===== config.mk =====
export PLATFORM = sky130hd
export DESIGN_NAME = dds_ddc_deadlock_supervisor
export DESIGN_NICKNAME = d
export VERILOG_FILES = /design/src/rtl/dds_ddc_supervisor_pkg.sv /design/src/rtl/dds_ddc_lsb_prienc.sv /design/src/rtl/dds_ddc_deadlock_supervisor.sv
export SDC_FILE = /design/constraint.sdc
export NUM_CORES = 1
export LEC_CHECK = 0
export ABC_AREA = 1
export BUFFER_PORTS_ARGS = -buffer_cell sky130_fd_sc_hd__buf_4
export CAP_MARGIN = 5
export CORE_MARGIN = 4
export CORE_UTILIZATION = 41
export DETAILED_ROUTE_END_ITERATION = 8
export GPL_TIMING_DRIVEN = 0
export PLACE_DENSITY = 0.68
export SETUP_SLACK_MARGIN = 0.15
export SLEW_MARGIN = 40
export SYNTH_ARGS = -nofsm -noshare
export SYNTH_HDL_FRONTEND = slang
export SYNTH_HIERARCHICAL = 1
export SYNTH_SLANG_ARGS = --single-unit

===== constraint.sdc =====
create_clock -name clock -period 2.6 [get_ports clock]
set_clock_uncertainty 0.15 [all_clocks]
set_input_delay 0.65 -clock clock [delete_from_list [all_inputs] [get_ports clock]]
set_output_delay 0.65 -clock clock [all_outputs]
set_load 0.02 [all_outputs]

===== src/rtl/dds_ddc_supervisor_pkg.sv =====
// Shared types and constants for the DDS/DDC deadlock supervisor.
// State encodings are fixed because software reads them through state_dbg.
package dds_ddc_supervisor_pkg;

  typedef enum logic [1:0] {
    ST_ARMED    = 2'd0,
    ST_PENDING  = 2'd1,
    ST_LATCHED  = 2'd2,
    ST_REPORTED = 2'd3
  } sup_state_e;

  localparam int GLITCH_W = 8;
  localparam logic [GLITCH_W-1:0] GLITCH_SAT = 8'd255;

  localparam int DEF_N_MON    = 4;
  localparam int DEF_IDX_W    = 5;
  localparam int DEF_THRESH_W = 16;
  localparam int DEF_TS_W     = 32;

endpackage


===== src/rtl/dds_ddc_lsb_prienc.sv =====
// Lowest-set-bit priority encoder: returns the index of the lowest asserted
// bit of vec (0 when none) and a flag telling whether any bit is set.
module dds_ddc_lsb_prienc #(
  parameter int N_MON = 4,
  parameter int IDX_W = 5
) (
  input  logic [N_MON-1:0] vec,
  output logic [IDX_W-1:0] idx,
  output logic             any_set
);

  // Scan from the top down so the lowest set bit is the last one written.
  always_comb begin
    idx = '0;
    for (int i = N_MON - 1; i >= 0; i--) begin
      if (vec[i]) begin
        idx = IDX_W'(i);
      end
    end
  end

  assign any_set = |vec;

endmodule


===== src/rtl/dds_ddc_deadlock_supervisor.sv =====
// Deadlock supervisor: filters persistent monitor blocking, latches one event
// (first index, snapshot, timestamp) and reports it as sticky irq + valid/ready beat.
module dds_ddc_deadlock_supervisor
  import dds_ddc_supervisor_pkg::*;
#(
  parameter int N_MON    = DEF_N_MON,
  parameter int IDX_W    = DEF_IDX_W,
  parameter int THRESH_W = DEF_THRESH_W,
  parameter int TS_W     = DEF_TS_W
) (
  input  logic                clock,
  input  logic                reset,
  input  logic [N_MON-1:0]    mon_block,
  input  logic [N_MON-1:0]    mon_enable,
  input  logic [THRESH_W-1:0] thresh,
  input  logic                clear,
  output logic                deadlock_irq,
  output logic                report_valid,
  input  logic                report_ready,
  output logic [IDX_W-1:0]    report_idx,
  output logic [N_MON-1:0]    report_snap,
  output logic [TS_W-1:0]     report_ts,
  output logic [GLITCH_W-1:0] glitch_cnt,
  output logic [1:0]          state_dbg
);

  sup_state_e          state_reg;
  logic [N_MON-1:0]    masked_q;
  logic [TS_W-1:0]     ts_reg;
  logic [THRESH_W-1:0] cnt_reg;
  logic [IDX_W-1:0]    cand_idx_reg;

  logic [IDX_W-1:0]    low_idx;
  logic                any_set;
  logic [THRESH_W-1:0] eff_thresh;
  logic [THRESH_W-1:0] cnt_inc;
  logic [TS_W-1:0]     ts_next;

  dds_ddc_lsb_prienc #(
    .N_MON (N_MON),
    .IDX_W (IDX_W)
  ) u_prienc (
    .vec     (masked_q),
    .idx     (low_idx),
    .any_set (any_set)
  );

  assign eff_thresh = (thresh == '0) ? THRESH_W'(1) : thresh;
  assign cnt_inc    = (cnt_reg == '1) ? cnt_reg : cnt_reg + THRESH_W'(1);
  assign ts_next    = ts_reg + TS_W'(1);
  assign state_dbg  = state_reg;

  // The captured timestamp is the one of the cycle in which the irq first shows.
  always_ff @(posedge clock) begin
    if (reset) begin
      state_reg    <= ST_ARMED;
      masked_q     <= '0;
      ts_reg       <= '0;
      cnt_reg      <= '0;
      cand_idx_reg <= '0;
      deadlock_irq <= 1'b0;
      report_valid <= 1'b0;
      report_idx   <= '0;
      report_snap  <= '0;
      report_ts    <= '0;
      glitch_cnt   <= '0;
    end else begin
      masked_q <= mon_block & mon_enable;
      ts_reg   <= ts_next;
      if (clear) begin
        state_reg    <= ST_ARMED;
        cnt_reg      <= '0;
        cand_idx_reg <= '0;
        deadlock_irq <= 1'b0;
        report_valid <= 1'b0;
        report_idx   <= '0;
        report_snap  <= '0;
        report_ts    <= '0;
        glitch_cnt   <= '0;
      end else begin
        case (state_reg)
          ST_ARMED: begin
            if (any_set) begin
              cnt_reg      <= THRESH_W'(1);
              cand_idx_reg <= low_idx;
              if (eff_thresh == THRESH_W'(1)) begin
                state_reg    <= ST_LATCHED;
                report_idx   <= low_idx;
                report_snap  <= masked_q;
                report_ts    <= ts_next;
                deadlock_irq <= 1'b1;
                report_valid <= 1'b1;
              end else begin
                state_reg <= ST_PENDING;
              end
            end
          end
          ST_PENDING: begin
            if (!any_set) begin
              state_reg <= ST_ARMED;
              cnt_reg   <= '0;
              if (glitch_cnt != GLITCH_SAT) begin
                glitch_cnt <= glitch_cnt + GLITCH_W'(1);
              end
            end else begin
              cnt_reg <= cnt_inc;
              // cand_idx stays on the episode's first blocker even if it recovers.
              if (cnt_inc == eff_thresh) begin
                state_reg    <= ST_LATCHED;
                report_idx   <= cand_idx_reg;
                report_snap  <= masked_q;
                report_ts    <= ts_next;
                deadlock_irq <= 1'b1;
                report_valid <= 1'b1;
              end
            end
          end
          ST_LATCHED: begin
            if (report_ready) begin
              report_valid <= 1'b0;
              state_reg    <= ST_REPORTED;
            end
          end
          ST_REPORTED: begin
            state_reg <= ST_REPORTED;
          end
          default: begin
            state_reg <= ST_ARMED;
          end
        endcase
      end
    end
  end

endmodule


== Word level (Yosys, flattened, before mapping) ==
Index checks and enable logic that the tools add are counted.

* Latch bits: 0
* Input bits: 28
* ROM bits: 0
* Memories: 0
* RAM bits: 0
* Bits in registers: 110

* $lt $le $gt $ge: 0
* Divide/modulo/power cells: 0
* Shifts and indexed selects: 0
* Add/subtract/negate cells: 3
* Multiply operators: 0
* Mux-type cells: 37
* Bitwise gates (word level): 2
* Reductions and logical operators: 12
* Eq/ne operators: 13

{| class="wikitable"
|+ Operators with widths
! cell !! number
|-
| 2-to-1 mux 32 bit || 4
|-
| 2-to-1 mux 16 bit || 4
|-
| one-hot mux 32 bit (2 select lines) || 1
|-
| adder 32 x 1 -> 32 bit (second input constant) || 1
|-
| one-hot mux 16 bit (2 select lines) || 1
|-
| 2-to-1 mux 5 bit || 4
|-
| 2-to-1 mux 2 bit || 9
|-
| adder 16 x 1 -> 16 bit (second input constant) || 1
|-
| equality test 16 x 1 -> 1 bit (second input constant) || 1
|-
| equality test 16 bit || 1
|-
| equality test 16 bit (second input constant) || 1
|-
| zero test 16 bit || 1
|-
| 2-to-1 mux 4 bit || 4
|-
| inequality test 2 bit (second input constant) || 5
|-
| one-hot mux 5 bit (2 select lines) || 1
|-
| adder 8 x 1 -> 8 bit (second input constant) || 1
|-
| inequality test 8 bit (second input constant) || 1
|-
| one-hot mux 2 bit (4 select lines) || 1
|-
| one-hot mux 4 bit (2 select lines) || 1
|-
| AND reduction 3 bit || 2
|-
| AND reduction 6 bit || 1
|-
| 2-to-1 mux 1 bit || 5
|-
| AND reduction 5 bit || 1
|-
| bitwise AND 4 bit || 1
|-
| 12 further kinds || 14
|}

== Longest topological paths before layout ==
Gate-level depths: netlist of run 1.

* Depth after elaboration: 7
* Gate-level depth with buffers: 20
* Gate-level depth less buffers: 19

== By module ==
Netlist of run 1, hierarchy kept.

{| class="wikitable"
|+ By module, submodules not included
! module !! cells each !! times used !! area an instance (um2)
|-
| dds_ddc_deadlock_supervisor || 857 || 1 || 5,564.1
|-
| dds_ddc_lsb_prienc || 13 || 1 || 72.6
|}

== Worst setup path before layout of run 1 ==
OpenSTA, ideal clock, no wires.

* Path kind: input-to-reg
* Start: in thresh[8]
* End: reg report_ts[16]
* Data required time: 2.335 ns
* Setup time: 0.115 ns
* Path slack: 0.157 ns
* Data arrival time: 2.178 ns
* Buffers on the path: 1
* Stages on the path: 15
* Path through: nor2_1 nand3_1 nor2_1 nand2_1 nand2_1 nand3_1 nor2_1 nand2_1 nand2_1 nand2_1 nor2_1 clkbuf_1 nand3_1 nand2_1 nor2_1

* Cells in the longest elaborated chain, start to end: 5

{| class="wikitable"
|+ RTL lines
! what !! RTL line !! text
|-
| start: declaration || dds_ddc_deadlock_supervisor.sv:15 || <nowiki>input logic [THRESH_W-1:0] thresh,</nowiki>
|-
| zero test 16 bit || dds_ddc_deadlock_supervisor.sv:48 || <nowiki>assign eff_thresh = (thresh == '0) ? THRESH_W'(1) : thresh;</nowiki>
|-
| 2-to-1 mux 16 bit * || dds_ddc_deadlock_supervisor.sv:48 ||
|-
| equality test 16 bit or equality test 16 x 1 -> 1 bit (tied branches) || dds_ddc_deadlock_supervisor.sv:108, dds_ddc_deadlock_supervisor.sv:86 ||
|-
| inequality test 2 bit (no source line) || -- ||
|-
| AND reduction 5 bit (no source line) * || -- ||
|-
| end signal: assignment || dds_ddc_deadlock_supervisor.sv:90 || <nowiki>report_ts <= ts_next;</nowiki>
|-
| end signal: assignment || dds_ddc_deadlock_supervisor.sv:112 || <nowiki>report_ts <= ts_next;</nowiki>
|-
| end: declaration || dds_ddc_deadlock_supervisor.sv:22 || <nowiki>output logic [TS_W-1:0] report_ts,</nowiki>
|}

Every way passes the cells marked *; elsewhere a longest branch is shown, timed or not.
A chain may end at the register's enable or synchronous reset.

== Worst setup path after layout of run 1 ==
* Start: reg cnt_reg[0]
* End: reg report_idx[4]

* Cells in the longest elaborated chain, start to end: 5

{| class="wikitable"
|+ RTL lines
! what !! RTL line !! text
|-
| start: declaration || dds_ddc_deadlock_supervisor.sv:30 || <nowiki>logic [THRESH_W-1:0] cnt_reg;</nowiki>
|-
| start signal: assignment || dds_ddc_deadlock_supervisor.sv:106 || <nowiki>cnt_reg <= cnt_inc;</nowiki>
|-
| adder 16 x 1 -> 16 bit or equality test 16 bit (tied branches) || dds_ddc_deadlock_supervisor.sv:49 || <nowiki>assign cnt_inc = (cnt_reg == '1) ? cnt_reg : cnt_reg + THRESH_W'(1);</nowiki>
|-
| 2-to-1 mux 16 bit * || dds_ddc_deadlock_supervisor.sv:49 ||
|-
| equality test 16 bit * || dds_ddc_deadlock_supervisor.sv:108 || <nowiki>if (cnt_inc == eff_thresh) begin</nowiki>
|-
| inequality test 2 bit (no source line) * || -- ||
|-
| AND reduction 5 bit (no source line) * || -- ||
|-
| end signal: assignment || dds_ddc_deadlock_supervisor.sv:88 || <nowiki>report_idx <= low_idx;</nowiki>
|-
| end signal: assignment || dds_ddc_deadlock_supervisor.sv:110 || <nowiki>report_idx <= cand_idx_reg;</nowiki>
|-
| end: declaration || dds_ddc_deadlock_supervisor.sv:20 || <nowiki>output logic [IDX_W-1:0] report_idx,</nowiki>
|}

Marked as above.

==> impl_metrics.csv, run 1 <==
group,metric,value,unit
global_routing,grt_max_degree,20,
clock_network,cts-htree-levels,3,
clock_network,cts_tree,"built",
power_and_ir_drop,p_leak,3.10,nW
route,via_count,5670,
timing,rsz0062_at_grt,"yes",
setup_path,max_stage_delay,0.37,ns
route,drt_iter0_drc,380,
clock_network,clock_latency,0.36,ns
logic_synthesis,ys_ff_latch,110,
timing,tightest_slew,0.584,ns
route,drt-vias-per-instance,4.84,
logic_synthesis,yosysTopAreaCellShare,39.1,%
finish,fin_cells,1171,
route,drtPass1Iterations,5,
logic_synthesis,synth_seq_area_share,39.1,%
setup_path,cp-start-kind,"flop",
finish,stdcell_area,7460,µm²
clock_network,cts.reportedPaths.clkPinSlew,0.08,ns
placement,place_congestion,0.882,
status,outcome,"finished, final reports clean",
timing,fin_tns_setup,0,ns
setup_path,r2r-start,"cnt_reg[0]",
placement,place_area,6460,µm²
setup_path,worstPathCellList,"ha_4 > inv_2 > nor2_4 > nand2_4 > inv_4 > buf_4 > nand3b_1 > nand2_1 > nand2_1 > nand2_1 > nand3_1 > nor2_2 > nand3_4 > nand2_8 > nand2_8 > buf_6 > nor2_2 > nor2_1",
timing,post-route-min-period,2.52,ns
route,avgRoutedWirePerCell,12.7,µm
clock_network,clockBufferDepth,2,
logic_synthesis,async_reset_ff_share,0,%
min_path,hold_class,"flop to flop",
setup_path,end_kind,"flop",
finish,drive_above_1_share,24.5,%
clock_network,cts_buffers,9,
setup_path,worst-path-buf-inv,4,
logic_synthesis,yosys.area.top_type,"dfxtp_1",
placement,dp_cells,1127,
global_routing,grt_overflow,0,
power_and_ir_drop,ir_drop,0.353,mV
setup_path,cp.required,2.70,ns
logic_synthesis,syn_avg_cell_area,6.48,µm²
timing,max_freq,0.396,GHz
placement,portBuffers,79,
die,start_util,42.2,%
setup_path,cp_max_fo,6,
finish,post-route-util,55.9,%
placement,post-dp-hpwl,10.4,mm
die,num_io_pins,81,
clock_network,root_buffer,"clkbuf_16",
power_and_ir_drop,powerDensity,496,nW/µm²
finish,antenna_cells,0,
timing,hold_viol_final,0,
die,coreArea,13300,µm²
logic_synthesis,synth-edff-count,0,
finish,layout.nets,1021,
logic_synthesis,netlist_area,5640,µm²
finish,final_common_cell,"nand2_1",
logic_synthesis,yosys-top-cells-area,"dfxtp_1 39%, nand2_1 15%, nor2_1 10%",
timing,post-route-period-util,97.1,%
min_path,hp-start,"cand_idx_reg[1]",
die,die_w,125,µm
global_routing,grt_pass1_vias,5177,
route,ant_nets,0,
timing,max_slew_margin,60.9,%
die,die_area,15700,µm²
clock_network,cts_sinks,110,
logic_synthesis,synth.distinct_cells,31,
global_routing,grt_pass1_wl,24.5,mm
route,wirelength,14.9,mm
finish,final_cell_mix,"206 x nand2_1, 134 x nor2_1, 102 x buf_4",
job,cap_violations,0,
setup_path,cpLargestDelayFamily,"simple AND/OR/NAND/NOR gates",
setup_path,startpoint,"cnt_reg[0]",
clock_network,ctsHoldBuffers,0,
die,rows,42,
setup_path,cp_slowest_cell,"dfxtp_4",
setup_path,arrival,2.63,ns
global_routing,antenna_found_initial,0,
route,drc,0,
global_routing,grt_usage,18.8,%
timing,setup_viol,0,
logic_synthesis,yosysWarningCount,6,
setup_path,crit_type,"flop to flop",
setup_path,cp_common_cell,"nand2_1",
timing,slew_viol_final,0,
die,dieHeight,125,µm
finish,area_delta_synth_final,32.3,%
logic_synthesis,postSynthCellCount,870,
logic_synthesis,synth_ff_type,"dfxtp_1",
[per-stage QoR]
step	power, mW	hold WS, ns	setup WS (ns)
after global placement	2.23	0.288	-0.855
after detailed placement	2.23	0.294	-0.589
final	3.70	0.306	0.0760
after global routing	3.85	0.328	-0.0712
after CTS	3.68	0.304	0.113
after floorplan	2.08	0.275	0.157
[cells in the mapped netlist (2+ instances only)]
master	instances
xor2_1	24
ha_1	3
dfxtp_1	110
buf_4	9
nor4_1	3
clkinv_1	2
a21oi_2	2
nand3_1	75
nor3_1	10
a21oi_1	64
buf_2	4
o21bai_1	2
nand2_2	4
nand2_1	226
o21ai_0	21
inv_1	95
nand4_1	11
buf_6	2
xnor2_1	9
nor2_2	3
nand2_4	2
nand3b_1	7
nor2_1	154
inv_2	4
clkbuf_1	18
[layer usage]
metal / GRT usage [%] / vias to the layer above / wire (µm)
li1: - / 2979 / -
met1: 25.2 / 2548 / 7150
met2: 29.7 / 118 / 6710
met3: 4.65 / 25 / 776
met4: 6.44 / 0 / 254
met5: 0 / - / 0
[worst paths after layout]
kind / to / slack, ns / cells after the start
setup / recovery: report_idx[4] / 0.08 / 18
hold reg to reg: cand_idx_reg[1] / 0.31 / 2
hold / removal: cand_idx_reg[1] / 0.31 / 2
setup reg to reg: report_idx[4] / 0.08 / 18
[worst min-delay path, cell delays in order (launching register included)]
cell and delay, ns:
dfxtp_1 0.30, inv_1 0.06, a21oi_1 0.06
[final cells by class]
cell class,count,area (µm²)
plain buffers,34,235
clock buffers,9,225
clock inverters,7,80.1
fillers,1304,5890
inverters,101,384
multi-input cells,629,3240
flip-flops and latches,110,2230
well taps,176,220
repair buffers,105,845
[report_power, final]
group	total, mW	switching [mW]	internal [mW]
combinational	0.524	0.313	0.211
sequential	1.74	0.0280	1.72
clock	1.43	0.672	0.760
total	3.70	1.01	2.69
[what timing repair did]
| item | 4_1_cts | 5_1_grt |
|---|---|---|
| cloned | 5 | 1 |
| resized for setup | 73 | 69 |
| endpoints found under the setup margin | 48 | 62 |
| pin swaps | 17 | 21 |
| buffers inserted | 16 | 6 |
[cell families (layout without fill, tap and decap cells)]
group	after synthesis	count (layout)	share of synthesized area, %
AOI/OAI and AO/OA	91	91	8.32
xor gates and xnor gates	33	33	5.13
adders and majority gates	3	3	0.666
buffers and inverters	135	256	9.94
DFF	110	110	39.1
other	1	3	0.0665
and+or+nand+nor	497	499	36.8
(Power assumes the default switching activity.)
==> run 2: changes to the inputs <==
--- a/config.mk
+++ b/config.mk
@@ -12,7 +12,7 @@
 export CORE_UTILIZATION = 41
 export DETAILED_ROUTE_END_ITERATION = 8
 export GPL_TIMING_DRIVEN = 0
-export PLACE_DENSITY = 0.68
+export PLACE_DENSITY = 0.6
 export SETUP_SLACK_MARGIN = 0.15
 export SLEW_MARGIN = 40
 export SYNTH_ARGS = -nofsm -noshare
==> constraint.sdc (replaced) <==
create_clock -name clock -period 2.4 [get_ports clock]
set_clock_uncertainty 0.15 [all_clocks]
set_input_delay 0.6 -clock clock [delete_from_list [all_inputs] [get_ports clock]]
set_output_delay 0.6 -clock clock [all_outputs]
set_load 0.02 [all_outputs]
==> run 2 against run 1 <==
The run now ends with negative setup slack left. Utilization increased by 2.6 points. Total power increased by 18%. Cell count increased by 1.2%. Global-route usage increased by 0.33 points. Sequential cell count unchanged. Via count increased by 0.76%. Setup slack got worse by 0.22 ns.
==> impl_metrics.csv, run 2 (synthesized netlist as in run 1, its figures left out) <==
group,metric,value,unit
setup_path,worstPathCellList,"ha_4 > inv_2 > nor2_4 > nand2_4 > inv_6 > nand2_8 > buf_8 > nand3_2 > nand2_1 > nor2_2 > nand2_2 > nor2_4 > nand3_4 > nand2_8 > buf_12 > clkbuf_16 > nand3_2 > nand2_1 > nor2_1",
die,dieHeight,125,µm
global_routing,grt_use_met3,2.94,%
die,start_util,42.2,%
setup_path,cp.required,2.50,ns
global_routing,top_usage_layer,"met2",
timing,rsz0062_at_grt,"yes",
min_path,hold_class,"flop to flop",
status,violations,"negative setup slack",
setup_path,cp_max_fo,5,
finish,layout.nets,1035,
clock_network,clock_latency,0.35,ns
placement,portBuffers,79,
route,drt-vias-per-instance,4.82,
timing,post-route-period-util,106,%
setup_path,cp_slowest_cell,"dfxtp_4",
global_routing,grt_usage,19.1,%
clock_network,cts-htree-levels,3,
route,drc,0,
setup_path,end_kind,"flop",
global_routing,use_met2,29.9,%
die,die_area,15700,µm²
power_and_ir_drop,p_leak,3.29,nW
clock_network,cts_sinks,110,
timing,max_freq,0.393,GHz
timing,layout_setup_ws,-0.142,ns
setup_path,worst-path-buf-inv,5,
power_and_ir_drop,power,4.36,mW
setup_path,arrival,2.64,ns
placement,dp_cells,1127,
route,drt_iter0_drc,309,
die,num_io_pins,81,
setup_path,cpLargestDelayFamily,"simple AND/OR/NAND/NOR gates",
power_and_ir_drop,ir_drop,0.338,mV
setup_path,crit_type,"flop to flop",
route,via_count,5713,
finish,final_cell_mix,"207 x nand2_1, 129 x nor2_1, 110 x buf_4",
clock_network,cts_buffers,9,
timing,post-route-min-period,2.54,ns
placement,place_congestion,0.859,
timing,tightest_slew,0.551,ns
global_routing,antenna_found_initial,0,
clock_network,clockBufferDepth,2,
die,coreArea,13300,µm²
finish,area_delta_synth_final,38.5,%
finish,post-route-util,58.5,%
global_routing,grt_pass1_wl,24.8,mm
status,outcome,"complete, but fails checks",
job,cap_violations,0,
route,drtPass1Iterations,5,
finish,final_common_cell,"nand2_1",
global_routing,grt_pass1_vias,5159,
timing,slew_viol_final,0,
finish,antenna_cells,0,
clock_network,cts_tree,"built",
clock_network,ctsHoldBuffers,0,
setup_path,cp-start-kind,"flop",
finish,fin_cells,1185,
clock_network,root_buffer,"clkbuf_16",
global_routing,grtUsageMet1,26.7,%
timing,max_slew_margin,63.3,%
die,rows,42,
power_and_ir_drop,powerDensity,558,nW/µm²
die,die_w,125,µm
global_routing,grt_max_degree,18,
route,ant_nets,0,
clock_network,cts.reportedPaths.clkPinSlew,0.07,ns
finish,n_fill_cell,1335,
finish,drive_above_1_share,27.4,%
route,wirelength,15.4,mm
timing,setup_viol,44,
route,avgRoutedWirePerCell,13.0,µm
global_routing,grt_overflow,0,
setup_path,max_stage_delay,0.37,ns
timing,hold_slack,0.306,ns
placement,post-dp-hpwl,10.7,mm
timing,hold_viol_final,0,
run 2: cell count changes in the layout (fill, tap and decap cells not counted), moves of 4 or more:
cell,delta
buf_4,+8
nand3_1,-8
nor2_1,-5
nand2_2,-4
nand3_2,+9
a21oi_2,+5
nor2_2,+4
a21oi_1,-5
run 2: layout make-up:
| type | count | area, µm² | share of cell area (%) |
|---|---|---|---|
| clock buffer | 11 | 243 | 3.11 |
| multi-input combinational | 628 | 3300 | 42.2 |
| tap | 176 | 220 | 2.82 |
| inverter | 101 | 384 | 4.92 |
| buffer | 34 | 251 | 3.22 |
| timing repair buffer | 120 | 1050 | 13.5 |
| sequential | 110 | 2230 | 28.6 |
| clock inverter | 5 | 129 | 1.65 |
run 2: where the power goes:
group	internal [mW]	total (mW)	leakage, nW	switching, mW
clock	1.16	1.85	0.180	0.688
sequential	1.86	1.89	0.898	0.0306
combinational	0.269	0.620	2.21	0.351
run 2: stage by stage:
| step | setup TNS, ns | worst slack (ns) | cell area (µm²) |
|---|---|---|---|
| 2_1_floorplan | 0 | 0.106 | 5660 |
| 3_3_place_gp | -29.33 | -0.818 | 6470 |
| 3_5_place_dp | -31.42 | -0.851 | 6470 |
| 4_1_cts | -1.50 | -0.0859 | 7460 |
| 5_1_grt | -9.66 | -0.261 | 7810 |
| 6_report | -4.03 | -0.142 | 7810 |
run 2: layer usage:
layer  share of wire, %  up-vias
li1                   -     3001
met1                 49     2566
met2                 44      124
met3                5.2       22
met4                2.0        0
met5                  0        -
run 2: worst reg2reg max path, cell delays in order, from the launching register on:
cell       delay, ns
dfxtp_4         0.37
ha_4            0.17
inv_2           0.05
nor2_4          0.13
nand2_4         0.09
inv_6           0.09
nand2_8         0.07
buf_8           0.15
nand3_2         0.06
nand2_1         0.06
nor2_2          0.13
nand2_2         0.09
nor2_4          0.13
nand3_4         0.12
nand2_8         0.13
buf_12          0.15
clkbuf_16       0.15
nand3_2         0.05
nand2_1         0.06
nor2_1          0.05
run 2: final timing paths:
check        slack, ns  cells after the start            start         endpoint
min reg2reg       0.31                      2  cand_idx_reg[1]  cand_idx_reg[1]
max reg2reg      -0.14                     19       cnt_reg[1]    report_ts[20]
min               0.31                      2  cand_idx_reg[1]  cand_idx_reg[1]
max              -0.14                     19       cnt_reg[1]    report_ts[20]
run 2: repair_timing:
| action | CTS | global route |
|---|---|---|
| buffers inserted | 27 | 8 |
| gates resized for setup | 95 | 65 |
| hold endpoints to repair | 0 | 0 |
| pin swaps | 15 | 29 |
| gates cloned | 5 | 2 |
| endpoints found under the setup margin | 63 | 67 |
==> run 3: changes to the inputs <==
--- a/config.mk
+++ b/config.mk
@@ -12,7 +12,7 @@
 export CORE_UTILIZATION = 41
 export DETAILED_ROUTE_END_ITERATION = 8
 export GPL_TIMING_DRIVEN = 0
-export PLACE_DENSITY = 0.6
+export PLACE_DENSITY_LB_ADDON = 0.3
 export SETUP_SLACK_MARGIN = 0.15
 export SLEW_MARGIN = 40
 export SYNTH_ARGS = -nofsm -noshare
==> run 3 against run 2 <==
The run still ends with negative setup slack left. Clock power down 15%. Clock-buffer cell count shrank 1. First-iteration DRC count is 7.1% lower. Sequential cell count stayed put. Worst hold slack got worse by 0.0067 ns. Largest cell class unchanged.
==> impl_metrics.csv, run 3 (synthesized netlist as in run 1, its figures left out) <==
group,metric,value,unit
timing,max_slew_margin,62.9,%
route,avgRoutedWirePerCell,12.5,µm
finish,area_delta_synth_final,30.3,%
placement,post-dp-hpwl,10.4,mm
global_routing,grt_max_degree,20,
die,die_area,15700,µm²
status,violations,"negative setup slack",
timing,fin_tns_setup,-3.12,ns
placement,pre_cts_ws,-0.743,ns
power_and_ir_drop,p_leak,3.08,nW
route,via_count,5581,
route,drc,0,
setup_path,cp.required,2.54,ns
die,num_io_pins,81,
setup_path,end_kind,"flop",
global_routing,grt_overflow,0,
setup_path,arrival,2.66,ns
finish,seqCellArea,2230,µm²
global_routing,grt_pass1_wl,23.8,mm
finish,antenna_cells,0,
die,rows,42,
finish,layout.nets,1015,
route,wl_met1,7.04,mm
finish,drive_above_1_share,21.5,%
finish,stdcell_area,7340,µm²
job,cap_violations,0,
die,dieHeight,125,µm
finish,multi_input_area,3150,µm²
route,wirelength,14.5,mm
finish,post-route-util,55.0,%
route,drtPass1Iterations,5,
placement,place_congestion,0.922,
finish,fin_cells,1165,
setup_path,cp_max_fo,5,
global_routing,grt_usage,18.0,%
clock_network,root_buffer,"clkbuf_16",
timing,setup_viol,44,
timing,layout_setup_ws,-0.113,ns
clock_network,cts_buffers,9,
finish,final_common_cell,"nand2_1",
timing,rsz0062_at_grt,"yes",
power_and_ir_drop,powerDensity,547,nW/µm²
min_path,hold_class,"input pin to flop",
setup_path,crit_type,"flop to flop",
finish,n_fill_cell,1301,
route,top_layer,"met4",
setup_path,cp-start-kind,"flop",
die,die_w,125,µm
clock_network,cts.reportedPaths.clkPinSlew,0.08,ns
clock_network,cts-htree-levels,3,
power_and_ir_drop,power,4.02,mW
timing,max_freq,0.398,GHz
die,start_util,42.2,%
clock_network,cts_sinks,110,
global_routing,antenna_found_initial,0,
route,routed-wl-met3,817,µm
timing,post-route-min-period,2.51,ns
finish,final_cell_mix,"221 x nand2_1, 135 x nor2_1, 100 x buf_4",
timing,tightest_slew,0.556,ns
clock_network,clock_latency,0.36,ns
route,drt_iter0_drc,287,
timing,hold_slack,0.299,ns
global_routing,grt_pass1_vias,5033,
timing,slew_viol_final,0,
timing,hold_viol_final,0,
placement,place_area,6470,µm²
timing,post-route-period-util,105,%
route,route.met2.wl,6.48,mm
power_and_ir_drop,ir_drop,0.392,mV
placement,dp_cells,1127,
placement,portBuffers,79,
clock_network,cts_tree,"built",
clock_network,clockBufferDepth,2,
route,ant_nets,0,
die,coreArea,13300,µm²
status,outcome,"complete, but fails checks",
route,drt-vias-per-instance,4.79,
[run 3: changes by cell type in the layout (fill, tap and decap cells not counted), sizes merged]
cell      change
buf          -22
bufinv        -3
inv           +2
clkinv        +1
clkinvlp      +1
nand2         +1
[run 3: worst paths after layout]
check / from / to / slack, ns / cells past startpoint
min: mon_enable[0] / masked_q[0] / 0.30 / 3
max: cnt_reg[1] / report_ts[2] / -0.11 / 19
min reg2reg: cand_idx_reg[1] / cand_idx_reg[1] / 0.30 / 2
max reg2reg: cnt_reg[1] / report_ts[2] / -0.11 / 19
[run 3: layer usage]
layer  GRT usage (%)  vias up
met2            26.8      119
met1            26.1     2482
li1                -     2964
met4            5.68        0
met3            3.97       16
met5               0        -
[run 3: area by class of cell]
type	count	share of cell area [%]
Multi-Input combinational cell	629	42.8
Sequential cell	110	30.4
Timing Repair Buffer	99	11.0
Inverter	101	5.23
Clock buffer	10	3.25
Buffer	34	3.24
Tap cell	176	3.00
Clock inverter	6	1.02
[run 3: timing repair]
| action | CTS | global route |
|---|---|---|
| setup endpoints to repair | 59 | 72 |
| buffers inserted | 9 | 8 |
| hold buffers | 0 | 0 |
| gates cloned | 0 | 5 |
| pin swaps | 8 | 15 |
| resized for setup | 33 | 74 |
[run 3: report_power, final]
part	internal, mW	switching (mW)
combinational	0.227	0.327
clock	0.855	0.718
sequential	1.86	0.0308
total	2.94	1.07
[run 3: critical path, stage by stage, from the launching register on]
cell and delay (ns):
dfxtp_4 0.36, ha_4 0.17, inv_2 0.05, nor2_4 0.12, nand2_4 0.10, inv_6 0.10, nand2_8 0.08, buf_8 0.14
nand3_1 0.07, nand2_1 0.05, nor2_1 0.11, nand2_1 0.09, nor2_2 0.16, nand3_4 0.15, nand2_8 0.15, nand2_8 0.07
buf_8 0.13, nand2_1 0.05, nand2_1 0.04, nor2_1 0.12
